## config.mk

```make
export PLATFORM = sky130hd
export DESIGN_NAME = rgb_in_wait_fifo_flat
export DESIGN_NICKNAME = d
export VERILOG_FILES = /design/src/rtl/rgb_in_wait_fifo_pkg.sv /design/src/rtl/rgb_in_wait_fifo_if.sv /design/src/rtl/rgb_fifo_mem.sv /design/src/rtl/rgb_in_wait_fifo.sv /design/src/flat_wrapper.sv
export SDC_FILE = /design/constraint.sdc
export NUM_CORES = 1
export LEC_CHECK = 0
export CAP_MARGIN = 25
export CORE_MARGIN = 4
export CORE_UTILIZATION = 45
export CTS_BUF_LIST = sky130_fd_sc_hd__clkbuf_2 sky130_fd_sc_hd__clkbuf_4 sky130_fd_sc_hd__clkbuf_8
export CTS_CLUSTER_SIZE = 30
export DETAILED_ROUTE_END_ITERATION = 8
export PLACE_DENSITY = 0.68
export SYNTH_ARGS = -nofsm -noshare
export SYNTH_HDL_FRONTEND = slang
export SYNTH_SLANG_ARGS = --single-unit
```

## constraint.sdc

```tcl
create_clock -name clk -period 4.9 [get_ports clk]
set_input_delay 1.225 -clock clk [delete_from_list [all_inputs] [get_ports clk]]
set_output_delay 1.225 -clock clk [all_outputs]
set_load 0.005 [all_outputs]
```

## src/rtl/rgb_in_wait_fifo_pkg.sv

```systemverilog
// rtl/rgb_in_wait_fifo_pkg.sv - shared pixel layout and sizing helpers for the input wait FIFO
package rgb_in_wait_fifo_pkg;

   localparam int PIX_W = 30;
   localparam int R_LSB = 20;
   localparam int G_LSB = 10;
   localparam int B_LSB = 0;
   localparam int CH_W  = 10;

   typedef enum logic [1:0] {
      OCC_IDLE = 2'b00,
      OCC_PUSH = 2'b10,
      OCC_POP  = 2'b01,
      OCC_BOTH = 2'b11
   } occ_op_e;

   function automatic int clog2_int(input int n);
      int r;
      r = 0;
      while ((1 << r) < n) r++;
      return r;
   endfunction

   function automatic logic [PIX_W-1:0] pix_pack(input logic [CH_W-1:0] r,
                                                 input logic [CH_W-1:0] g,
                                                 input logic [CH_W-1:0] b);
      logic [PIX_W-1:0] p;
      p = '0;
      p[R_LSB +: CH_W] = r;
      p[G_LSB +: CH_W] = g;
      p[B_LSB +: CH_W] = b;
      return p;
   endfunction

endpackage

```

## src/rtl/rgb_in_wait_fifo_if.sv

```systemverilog
// rtl/rgb_in_wait_fifo_if.sv - capture-side push and core-side show-ahead wait-port signals
interface rgb_in_wait_fifo_if #(
   parameter int width = 30
);
   logic             src_vld;
   logic [width-1:0] src_dat;
   logic             src_rdy;
   logic             lz;
   logic             vz;
   logic [width-1:0] z;

   modport slave (
      input  src_vld, src_dat, lz,
      output src_rdy, vz, z
   );

   modport master (
      output src_vld, src_dat, lz,
      input  src_rdy, vz, z
   );
endinterface

```

## src/rtl/rgb_fifo_mem.sv

```systemverilog
// rtl/rgb_fifo_mem.sv - depth x width register array, synchronous write, asynchronous read
module rgb_fifo_mem #(
   parameter int width = 30,
   parameter int depth = 4,
   parameter int aw    = 2
) (
   input  logic             clk,
   input  logic             we,
   input  logic [aw-1:0]    waddr,
   input  logic [width-1:0] wdata,
   input  logic [aw-1:0]    raddr,
   output logic [width-1:0] rdata
);

   logic [width-1:0] mem_q [depth];

   // Storage is deliberately not reset; contents are only observed behind vz.
   always_ff @(posedge clk) begin
      if (we) mem_q[waddr] <= wdata;
   end

   assign rdata = mem_q[raddr];

endmodule

```

## src/rtl/rgb_in_wait_fifo.sv

```systemverilog
// rtl/rgb_in_wait_fifo.sv - elastic RGB buffer feeding the tint core's wait-handshake input port
module rgb_in_wait_fifo
   import rgb_in_wait_fifo_pkg::*;
#(
   parameter int rscid   = 1,
   parameter int width   = PIX_W,
   parameter int fifo_sz = 4,
   parameter int ph_log2 = clog2_int(fifo_sz)
) (
   input  logic               clk,
   input  logic               arst,
   input  logic               en,
   rgb_in_wait_fifo_if.slave  port_if,
   output logic [ph_log2:0]   count,
   output logic               ovf,
   input  logic               ovf_clr
);

   localparam logic [ph_log2:0] FULL = (ph_log2+1)'(fifo_sz);

   if (fifo_sz < 2 || (fifo_sz & (fifo_sz - 1)) != 0 || (1 << ph_log2) != fifo_sz || rscid < 0)
   begin : g_bad_param
      $error("rgb_in_wait_fifo: fifo_sz must be a power of two >= 2 matching ph_log2");
   end

   logic [ph_log2-1:0] wr_ptr_q, wr_ptr_d;
   logic [ph_log2-1:0] rd_ptr_q, rd_ptr_d;
   logic [ph_log2:0]   count_q, count_d;
   logic               ovf_q, ovf_d;
   logic               push, pop, src_rdy, vz;
   occ_op_e            occ_op;

   // Ready and valid decode registered occupancy only, so lz never reaches src_rdy.
   assign src_rdy = (count_q != FULL);
   assign vz      = (count_q != '0);
   assign push    = en & port_if.src_vld & src_rdy;
   assign pop     = en & port_if.lz & vz;
   assign occ_op  = occ_op_e'({push, pop});

   always_comb begin
      wr_ptr_d = wr_ptr_q;
      rd_ptr_d = rd_ptr_q;
      count_d  = count_q;
      ovf_d    = ovf_q;
      if (push) wr_ptr_d = wr_ptr_q + ph_log2'(1);
      if (pop)  rd_ptr_d = rd_ptr_q + ph_log2'(1);
      case (occ_op)
         OCC_PUSH: count_d = count_q + (ph_log2+1)'(1);
         OCC_POP:  count_d = count_q - (ph_log2+1)'(1);
         default:  count_d = count_q;
      endcase
      // A dropped word in the same cycle as a clear keeps the flag set.
      if (en & port_if.src_vld & ~src_rdy) ovf_d = 1'b1;
      else if (en & ovf_clr)               ovf_d = 1'b0;
   end

   always_ff @(posedge clk or posedge arst) begin
      if (arst) begin
         wr_ptr_q <= '0;
         rd_ptr_q <= '0;
         count_q  <= '0;
         ovf_q    <= 1'b0;
      end else begin
         wr_ptr_q <= wr_ptr_d;
         rd_ptr_q <= rd_ptr_d;
         count_q  <= count_d;
         ovf_q    <= ovf_d;
      end
   end

   rgb_fifo_mem #(
      .width (width),
      .depth (fifo_sz),
      .aw    (ph_log2)
   ) u_mem (
      .clk   (clk),
      .we    (push),
      .waddr (wr_ptr_q),
      .wdata (port_if.src_dat),
      .raddr (rd_ptr_q),
      .rdata (port_if.z)
   );

   assign port_if.src_rdy = src_rdy;
   assign port_if.vz      = vz;
   assign count           = count_q;
   assign ovf             = ovf_q;

endmodule

```

## src/flat_wrapper.sv

```systemverilog
// flat-port wrapper written by rule: the top's interface ports become plain ports
module rgb_in_wait_fifo_flat import rgb_in_wait_fifo_pkg::*;
#(
   parameter int rscid   = 1,
   parameter int width   = PIX_W,
   parameter int fifo_sz = 4,
   parameter int ph_log2 = clog2_int(fifo_sz)
)
  (clk, arst, en, count, ovf, ovf_clr, port_if_src_vld, port_if_src_dat, port_if_lz, port_if_src_rdy, port_if_vz, port_if_z);
  rgb_in_wait_fifo_if #(.width(width)) port_if_i ();
  input  logic clk;
  input  logic arst;
  input  logic en;
  output logic [ph_log2:0] count;
  output logic ovf;
  input  logic ovf_clr;
  input wire logic [$bits(port_if_i.src_vld)-1:0] port_if_src_vld;
  input wire logic [$bits(port_if_i.src_dat)-1:0] port_if_src_dat;
  input wire logic [$bits(port_if_i.lz)-1:0] port_if_lz;
  output wire logic [$bits(port_if_i.src_rdy)-1:0] port_if_src_rdy;
  output wire logic [$bits(port_if_i.vz)-1:0] port_if_vz;
  output wire logic [$bits(port_if_i.z)-1:0] port_if_z;
  assign port_if_i.src_vld = port_if_src_vld;
  assign port_if_i.src_dat = port_if_src_dat;
  assign port_if_i.lz = port_if_lz;
  assign port_if_src_rdy = port_if_i.src_rdy;
  assign port_if_vz = port_if_i.vz;
  assign port_if_z = port_if_i.z;
  rgb_in_wait_fifo #(.rscid(rscid), .width(width), .fifo_sz(fifo_sz), .ph_log2(ph_log2)) u_core (.clk(clk), .arst(arst), .en(en), .port_if(port_if_i), .count(count), .ovf(ovf), .ovf_clr(ovf_clr));
endmodule
```

==> results.toml <==
[run_status]
status = "complete, no violations"

[synthesis]
synth_most_common_cell = "edfxtp_1"
ys_top_cells_by_area = "edfxtp_1 (75%), mux4_2 (14%), dfrtp_1 (4.2%)"
synth_flop_cell = "edfxtp_1"
yosys_warnings = 0
syn_area_per_cell_um2 = 24.0
async_flop_share = 0.0625
synth_edf_count = 120
ys_top_cells_by_count = "edfxtp_1 (120), mux4_2 (30), dfrtp_1 (8)"
netlist.area_leader.share = 0.751
ys_ff_latch = 128
netlist_instances = 200
yosysTopAreaCell = "edfxtp_1"
syn_nets = 242
synth_cell_types = 21
synth_seq_area_share = 0.792
synthesis.area_um2 = 4800

[route]
vias = 2216
viasPerCell = 5.12
ant_nets = 0
dr.pass1.iters = 4
route.detailed.drc = 0
drt_iter0_drc = 69
routed_wl_um = 8100
wl_per_cell_um = 18.7

[timing]
min_period_ns = 3.61
setup_viol = 0
hold_viol_final = 0
drv_slew = 0
finalHoldWorstSlack_ns = 0.485
period_share = 0.737
fmax_ghz = 0.277
slew-limit-headroom = 0.434
worst_pin_slew_ns = 0.850
clock_skew_ns = 0.0146
rsz0062_at_grt = "no"
tns_ns = 0

[worst_setup_path]
r2r_slack_ns = 2.70
crit_fanout = 14
endpoint_kind = "output pin"
setup.worst_path.class = "flop to output pin"
r2r_cells = 9
cp_slowest_cell = "dfrtp_2"
required_ns = 3.67
slowest_delay_ns = 0.58
cp_cell_sequence = "buf_4, mux4_2, clkdlybuf4s50_1"
critPathArrivalTime_ns = 2.38
start_kind = "flop"

[floorplan]
die_y_um = 111
core_um2 = 10400
die_w_um = 111
initial_core_util = 0.463
ios = 72
row_count = 37
dieArea_um2 = 12400

[power]
p_per_area_nw_per_um2 = 555
leakage_nw = 2.04
power_frac_seq = 0.435
power_frac_clock = 0.295
power_frac_comb = 0.270
switching_power_w = 0.000846
internal_power_w = 0.00254
p_total_w = 0.00339
ir_worst_vdd_mv = 0.317
swShare = 0.250

[cts]
cts_buffer_depth = 2
cts_tree = "done"
ctsHoldBuffers = 0
cts_setup_buffers = 0
cts_max_level = 4
clkSinkCount = 128
clk_pin_slew_ns = 0.07
clk_latency_ns = 0.41
cts_resized = 0
cts_buffers = 17
clock-root-buffer = "clkbuf_8"

[job]
cap_violations = 0

[global_route]
globalRouteOverflowTotal = 0
grt_max_degree = 32
grt_usage = 0.139
antenna_found_initial = 0
first_global_vias = 2424
grt_pass1_wl_um = 12900

[worst_hold_path]
holdCritPathClass = "flop to flop"
holdPathStages = 2

[place]
dp.cells = 402
dp.final_hpwl_um = 4950
globalplace.congestion = 0.671
io_buffers = 71

[final_layout]
fin_nets = 327
drive_gt1_frac = 0.242
fin_cells = 433
fillCellCount = 790
area_delta_synth_final_pct = 27.3
antenna_cells = 0
-- cell usage in the layout (no fill, tap or decap), drive strengths merged --
cell type      count
and2               4
buf                2
bufinv             5
clkbuf            17
clkdlybuf4s50     71
clkinv             7
clkinvlp           1
dfrtp              8
edfxtp           120
fa                 1
ha                 5
inv                8
mux2               1
mux2i              1
mux4              30
nand2              4
nor2               1
nor2b              1
o21ai              1
o311a              1
or3                1
or3b               1
xnor2              3
xor2               3
-- worst max-delay path, delay by kind of cell, from the launching register on --
kind	cells	cell delay [ns]
flops	1	0.58
buf+inv	2	0.83
mux	1	0.56
-- power by group through the flow --
stage,sequential (W),combinational [W],clock (W)
after global routing,0.00149,0.000986,0.00107
final,0.00147,0.000916,0.000999
after CTS,0.00148,0.000939,0.00102
after detailed placement,0.00150,0.000935,0
after floorplan,0.00141,0.000542,0
after global placement,0.00150,0.000929,0
-- state kept, by name (all words and copies together), names as in the netlist --
name                cells
u_core.count            3
u_core.ovf              1
u_core.rd_ptr_q         2
u_core.u_mem.mem_q    120
u_core.wr_ptr_q         2
-- routing by layer --
metal  track usage  part of all wire  vias to the layer above  wire length (um)
met5             0                 0                        -                 0
li1              -                 -                      993                 -
met3        0.0529             0.053                        5               431
met4        0.0462            0.0063                        0                51
met2         0.224              0.52                       62              4180
met1         0.173              0.42                     1156              3430
-- area by class of cell --
| class | instances | area [um^2] | share of cell area |
|---|---|---|---|
| clock inverter | 14 | 214 | 0.0350 |
| sequential | 128 | 3810 | 0.623 |
| multi-input combinational | 58 | 933 | 0.153 |
| tap | 136 | 170 | 0.0279 |
| timing repair buffer | 73 | 726 | 0.119 |
| clock buffer | 17 | 234 | 0.0383 |
| inverter | 7 | 26.3 | 0.00430 |
-- cell families after synthesis --
| logic type | Yosys count | share of synthesized area |
|---|---|---|
| AND/OR/NAND/NOR | 12 | 0.0169 |
| flip-flops | 128 | 0.792 |
| AO/OA/AOI/OAI | 2 | 0.00339 |
| XOR/XNOR | 6 | 0.0109 |
| multiplexers | 32 | 0.146 |
| buffers and inverters | 14 | 0.0133 |
| adder cells (fa/ha/maj) | 6 | 0.0172 |
-- per-stage QoR --
| stage | area, um^2 | util | setup slack [ns] |
|---|---|---|---|
| 2_1_floorplan | 4800 | - | 2.42 |
| 3_3_place_gp | 5660 | 0.546 | 1.67 |
| 3_5_place_dp | 5660 | 0.546 | 1.64 |
| 4_1_cts | 6110 | 0.589 | 1.23 |
| 5_1_grt | 6110 | 0.589 | 1.14 |
| 6_report | 6110 | 0.589 | 1.29 |
-- path summary, 6_finish.rpt --
path | from | end
max in group asynchronous | arst | u_core.rd_ptr_q[0]
worst max register to register | u_core.count[0] | u_core.count[2]
worst max-delay path | u_core.rd_ptr_q[0] | port_if_z[11]
min in group asynchronous | arst | u_core.count[2]
worst min-delay path | u_core.ovf | u_core.ovf
worst min register to register | u_core.ovf | u_core.ovf
No activity file was read; power rests on OpenSTA's default activity.
